==> src/rtl/bus_arbiter_rr.sv <==
// Round-robin arbiter for the shared system bus.
// Grants one master at a time with a one-cycle grant pulse, follows the
// granted transaction from begin to end, and recovers the bus from masters
// that never start (begin timeout) or that hang it (watchdog abort).
//
// Ports:
//   clock, reset        rising-edge clock, synchronous active-high reset
//   requests            per-master request levels
//   beginTransactionIn  OR of the masters' beginTransaction
//   endTransactionIn    bus endTransaction
//   busErrorIn          bus error from the slave (no effect on sequencing)
//   grants              one-hot grant pulse, one cycle, registered
//   activeMaster        index of the current or last granted master
//   busBusy             high in GRANT, WAIT_BEGIN, BUSY and ABORT
//   endTransactionOut   arbiter-driven end, ABORT only
//   busErrorOut         arbiter-driven error, ABORT only
//   timeoutFlag         sticky: a begin timeout or watchdog abort occurred
module bus_arbiter_rr #(
  parameter int unsigned NUM_MASTERS     = 4,
  parameter int unsigned MASTER_BITS     = 2,
  parameter int unsigned BEGIN_TIMEOUT   = 8,
  parameter int unsigned WATCHDOG_CYCLES = 1024
) (
  input  logic                   clock,
  input  logic                   reset,
  input  logic [NUM_MASTERS-1:0] requests,
  input  logic                   beginTransactionIn,
  input  logic                   endTransactionIn,
  input  logic                   busErrorIn,
  output logic [NUM_MASTERS-1:0] grants,
  output logic [MASTER_BITS-1:0] activeMaster,
  output logic                   busBusy,
  output logic                   endTransactionOut,
  output logic                   busErrorOut,
  output logic                   timeoutFlag
);

  localparam int unsigned BEGIN_W = 8;
  localparam int unsigned WD_W    = 16;

  localparam logic [BEGIN_W-1:0]     BEGIN_LAST  = BEGIN_W'(BEGIN_TIMEOUT - 1);
  localparam logic [WD_W-1:0]        WD_LAST     = WD_W'(WATCHDOG_CYCLES - 1);
  localparam logic                   WD_EN       = (WATCHDOG_CYCLES != 0);
  localparam logic [MASTER_BITS-1:0] LAST_MASTER = MASTER_BITS'(NUM_MASTERS - 1);

  typedef enum logic [2:0] {
    S_IDLE,
    S_GRANT,
    S_WAIT_BEGIN,
    S_BUSY,
    S_ABORT
  } state_t;

  state_t                 state;
  logic [MASTER_BITS-1:0] ptr;
  logic [MASTER_BITS-1:0] win_idx;
  logic [BEGIN_W-1:0]     begin_cnt;
  logic [WD_W-1:0]        wd_cnt;

  // The slave error is informational here: whoever raised it owns the end.
  logic unused_inputs;
  assign unused_inputs = busErrorIn;

  // Winner search: scan downward so the last hit is the first set bit
  // at or after ptr in circular order.
  always_comb begin : win_search
    int unsigned idx;
    idx     = 0;
    win_idx = '0;
    for (int i = int'(NUM_MASTERS) - 1; i >= 0; i--) begin
      idx = int'(ptr) + i;
      if (idx >= NUM_MASTERS) idx = idx - NUM_MASTERS;
      if (requests[MASTER_BITS'(idx)]) win_idx = MASTER_BITS'(idx);
    end
  end

  // Status outputs decode straight from the state register.
  assign busBusy           = (state != S_IDLE);
  assign endTransactionOut = (state == S_ABORT);
  assign busErrorOut       = (state == S_ABORT);

  // Arbitration and transaction-tracking state machine.
  always_ff @(posedge clock) begin
    if (reset) begin
      state        <= S_IDLE;
      grants       <= '0;
      activeMaster <= '0;
      ptr          <= '0;
      begin_cnt    <= '0;
      wd_cnt       <= '0;
      timeoutFlag  <= 1'b0;
    end else begin
      case (state)
        S_IDLE: begin
          if (requests != '0) begin
            grants       <= NUM_MASTERS'(1) << win_idx;
            activeMaster <= win_idx;
            ptr          <= (win_idx == LAST_MASTER) ? '0 : win_idx + MASTER_BITS'(1);
            state        <= S_GRANT;
          end
        end
        S_GRANT: begin
          grants    <= '0;
          begin_cnt <= '0;
          state     <= S_WAIT_BEGIN;
        end
        S_WAIT_BEGIN: begin
          // A begin on the last allowed cycle still wins over the timeout.
          if (beginTransactionIn) begin
            wd_cnt <= '0;
            state  <= S_BUSY;
          end else if (begin_cnt == BEGIN_LAST) begin
            timeoutFlag <= 1'b1;
            state       <= S_IDLE;
          end else begin
            begin_cnt <= begin_cnt + BEGIN_W'(1);
          end
        end
        S_BUSY: begin
          // A real end in the expiry cycle beats the watchdog.
          if (endTransactionIn) begin
            state <= S_IDLE;
          end else if (WD_EN && (wd_cnt == WD_LAST)) begin
            state <= S_ABORT;
          end else begin
            wd_cnt <= wd_cnt + WD_W'(1);
          end
        end
        S_ABORT: begin
          timeoutFlag <= 1'b1;
          state       <= S_IDLE;
        end
        default: begin
          grants <= '0;
          state  <= S_IDLE;
        end
      endcase
    end
  end

endmodule

==> config.mk <==
export PLATFORM = sky130hd
export DESIGN_NAME = bus_arbiter_rr
export DESIGN_NICKNAME = d
export VERILOG_FILES = /design/src/rtl/bus_arbiter_rr.sv
export SDC_FILE = /design/constraint.sdc
export NUM_CORES = 1
export LEC_CHECK = 0
export CAP_MARGIN = 10
export CORE_MARGIN = 3
export CORE_UTILIZATION = 51
export CTS_BUF_LIST = sky130_fd_sc_hd__clkbuf_4 sky130_fd_sc_hd__clkbuf_8
export DETAILED_ROUTE_END_ITERATION = 12
export GPL_TIMING_DRIVEN = 0
export MAX_ROUTING_LAYER = met4
export PLACE_DENSITY = 0.86
export REMOVE_ABC_BUFFERS = 1
export SYNTH_ARGS = -nofsm -noshare
export SYNTH_HDL_FRONTEND = slang
export SYNTH_SLANG_ARGS = --single-unit
==> constraint.sdc <==
create_clock -name clock -period 1.7 [get_ports clock]
set_clock_uncertainty 0.2 [all_clocks]
set_input_delay 0.17 -clock clock [delete_from_list [all_inputs] [get_ports clock]]
set_output_delay 0.17 -clock clock [all_outputs]
set_load 0.02 [all_outputs]
==> flow_metrics.env <==
export IMPL_wl_per_cell_um=23.93
export IMPL_htreeDepth=2
export IMPL_core_area_um2=3854
export IMPL_die_area_um2=4995
export IMPL_fin_crit_sh_pct=108.6
export IMPL_final_net_count=313
export IMPL_grt_max_degree=27
export IMPL_diodes=0
export IMPL_hold_violations=0
export IMPL_antenna_left=0
export IMPL_yosys_area_top_type="dfxtp_1"
export IMPL_mostFrequentLayoutCells="buf_4 (29), nand2_1 (22), a21oi_1 (15)"
export IMPL_rows=22
export IMPL_power_frac_seq_pct=35.9
export IMPL_yosys_most_used_dff="dfxtp_1"
export IMPL_min_path_type="in2reg"
export IMPL_timing_critical_path_to_type="flip-flop"
export IMPL_power_share_combinational_pct=34.8
export IMPL_yosysTopAreaCellShare_pct=33.78
export IMPL_tightest_slew_ns=1.040
export IMPL_drive_gt1_share_pct=48.16
export IMPL_fin_cells=347
export IMPL_die_h_um=70.68
export IMPL_start_util_pct=55.36
export IMPL_via_per_inst=7.222
export IMPL_cts_sinks=36
export IMPL_yosysUniqueCellTypes=54
export IMPL_async_flop_share_pct=0
export IMPL_fillers=206
export IMPL_cts_tree="built"
export IMPL_power_switching_uw=936.4
export IMPL_worstSetupPathType="reg2reg"
export IMPL_clk_insertion_delay_late_ns=0.31
export IMPL_postCtsHoldBufs=0
export IMPL_pin_count=19
export IMPL_antenna_found_initial=0
export IMPL_p_leak_uw=0.001119
export IMPL_vias=2506
export IMPL_yosys_top_cells_area="dfxtp_1 (34%), a21oi_1 (5.2%), mux2i_1 (5.2%)"
export IMPL_gp_congestion=0.8068
export IMPL_drt_iter0_drc=294
export IMPL_avgSynthCellArea_um2=8.602
export IMPL_min_period_ns=1.845
export IMPL_drt_total_wl_um=8303
export IMPL_crit_arrival_ns=1.83
export IMPL_timing_max_cap_violations=0
export IMPL_grt_pass1_vias=2060
export IMPL_syn_inst=248
export IMPL_cp_max_fo=11
export IMPL_cts_made_buffers=5
export IMPL_area_growth_pct=49.03
export IMPL_first_pass_iters=5
export IMPL_startpoint_type="flip-flop"
export IMPL_rsz0062_at_grt="true"
export IMPL_die_w_um=70.68
export IMPL_clk_path_buf_depth=2
export IMPL_synth_seq_cells=36
export IMPL_yosys_warnings=0
export IMPL_mostFrequentLayoutCell="buf_4"
export IMPL_cts_root_buf="clkbuf_8"
export IMPL_switching_share_pct=34.91
export IMPL_clkTransAtPathRegs_ns=0.09
export IMPL_p_int_uw=1746
export IMPL_peakVddDrop_mv=0.7040
export IMPL_max_freq_ghz=0.5419
export IMPL_overflow=0
export IMPL_grt_first_pass_wirelength_um=9832
export IMPL_pwr_share_clk_pct=29.3
export IMPL_synthesis_area_um2=2133
export IMPL_power_density_nw_per_um2=843.6
export IMPL_violations="negative setup slack"
export IMPL_critPathRequiredTime_ns=1.68
export IMPL_worst_slack_ns=-0.1455
export IMPL_portBuffers=17
export IMPL_status="complete, but fails checks"
export IMPL_relSlewSlack_pct=30.69
export IMPL_ys_seq_area_share_pct=33.78
export IMPL_synth_edf_count=0
export IMPL_slew_viol_final=0
export IMPL_grt_usage_pct=24.92
export IMPL_hpwl_um=3103
export IMPL_drc_errors=0
export IMPL_finalSetupViolCount=29
export IMPL_finalSetupTns_ns=-2.396
export IMPL_dp_cells=301
## final cells by class
cell class	count	area [um2]	area share (%)
Tap cell	48	60.06	1.889
Inverter	8	30.03	0.9445
Multi-Input combinational cell	197	1772	55.73
Timing Repair Buffer	50	431.7	13.58
Clock inverter	3	42.54	1.338
Clock buffer	5	68.82	2.165
Sequential cell	36	774.5	24.36
## timing repair
item                       CTS  global route
resized for setup           72            73
pin swaps                   24            25
cloned                       2             3
setup buffers               17            16
setup endpoints to repair   38            39
## synth_stat cells (3+ instances only)
library cell / number
a211oi_1: 6
clkbuf_1: 3
nor4_1: 4
nor2_1: 11
nand2b_1: 9
o31ai_1: 8
buf_6: 3
o21ai_0: 11
or4_1: 8
or3_1: 11
and3_1: 4
a21oi_1: 22
inv_1: 7
dfxtp_1: 36
nand4_1: 5
ha_1: 6
o21a_1: 3
nand2_1: 23
mux2i_1: 11
buf_4: 4
nor3_1: 3
nand3_1: 7
## stage by stage
step	total power [uW]	setup WS (ns)	util (%)	hold slack [ns]	cell area, um2
6_report	2682	-0.1455	82.50	0.2734	3179
5_1_grt	2781	-0.2044	82.50	0.3119	3179
4_1_cts	2431	-0.08763	71.59	0.2838	2759
3_5_place_dp	1510	-0.5565	59.12	0.2714	2278
3_3_place_gp	1491	-0.5292	59.12	0.2551	2278
2_1_floorplan	1328	-0.2737	-	0.03907	2048
## power by group through the flow
stage	registers, uW	clock network, uW	logic (uW)
2_1_floorplan	999	0	329
3_3_place_gp	982	0	510
3_5_place_dp	986	0	524
4_1_cts	955	776	701
5_1_grt	968	830	983
6_report	964	785	933
## logic make-up (layout without fill, tap and decap cells)
group,Yosys count,after routing,share of synthesized area [%]
simple gates,108,113,31.08
compound gates,67,67,21.06
flops,36,36,33.78
buf+inv,20,66,5.396
mux,11,11,5.161
fa+ha+maj,6,6,3.519
## state kept, by name (all words and copies together) (netlist names)
register and cells:
activeMaster 2, state 3, wd_cnt 16, begin_cnt 8
ptr 2, grants 4, timeoutFlag 1
## layer usage
metal	routed length (um)	GRT usage, %	vias up
met4	537	10.44	0
met1	3061	30.57	1184
met3	755	4.972	68
met2	3948	40.02	203
met5	0	-	-
li1	-	-	1051
## critical path, cell delays in order, from the launching register on
cell and delay [ns]:
dfxtp_4 0.38, and2b_4 0.34, buf_4 0.15, nand2_4 0.12
o31ai_1 0.43, a21oi_2 0.11
## path summary, 6_finish.rpt
check	start	endpoint	slack [ns]	depth (start not counted)
worst max-delay path	state[2]	wd_cnt[2]	-0.15	5
worst min-delay path	requests[2]	activeMaster[1]	0.27	5
worst max register to register	state[2]	wd_cnt[2]	-0.15	5
worst min register to register	grants[1]	grants[1]	0.29	2
No activity file was read; power rests on OpenSTA's default activity.
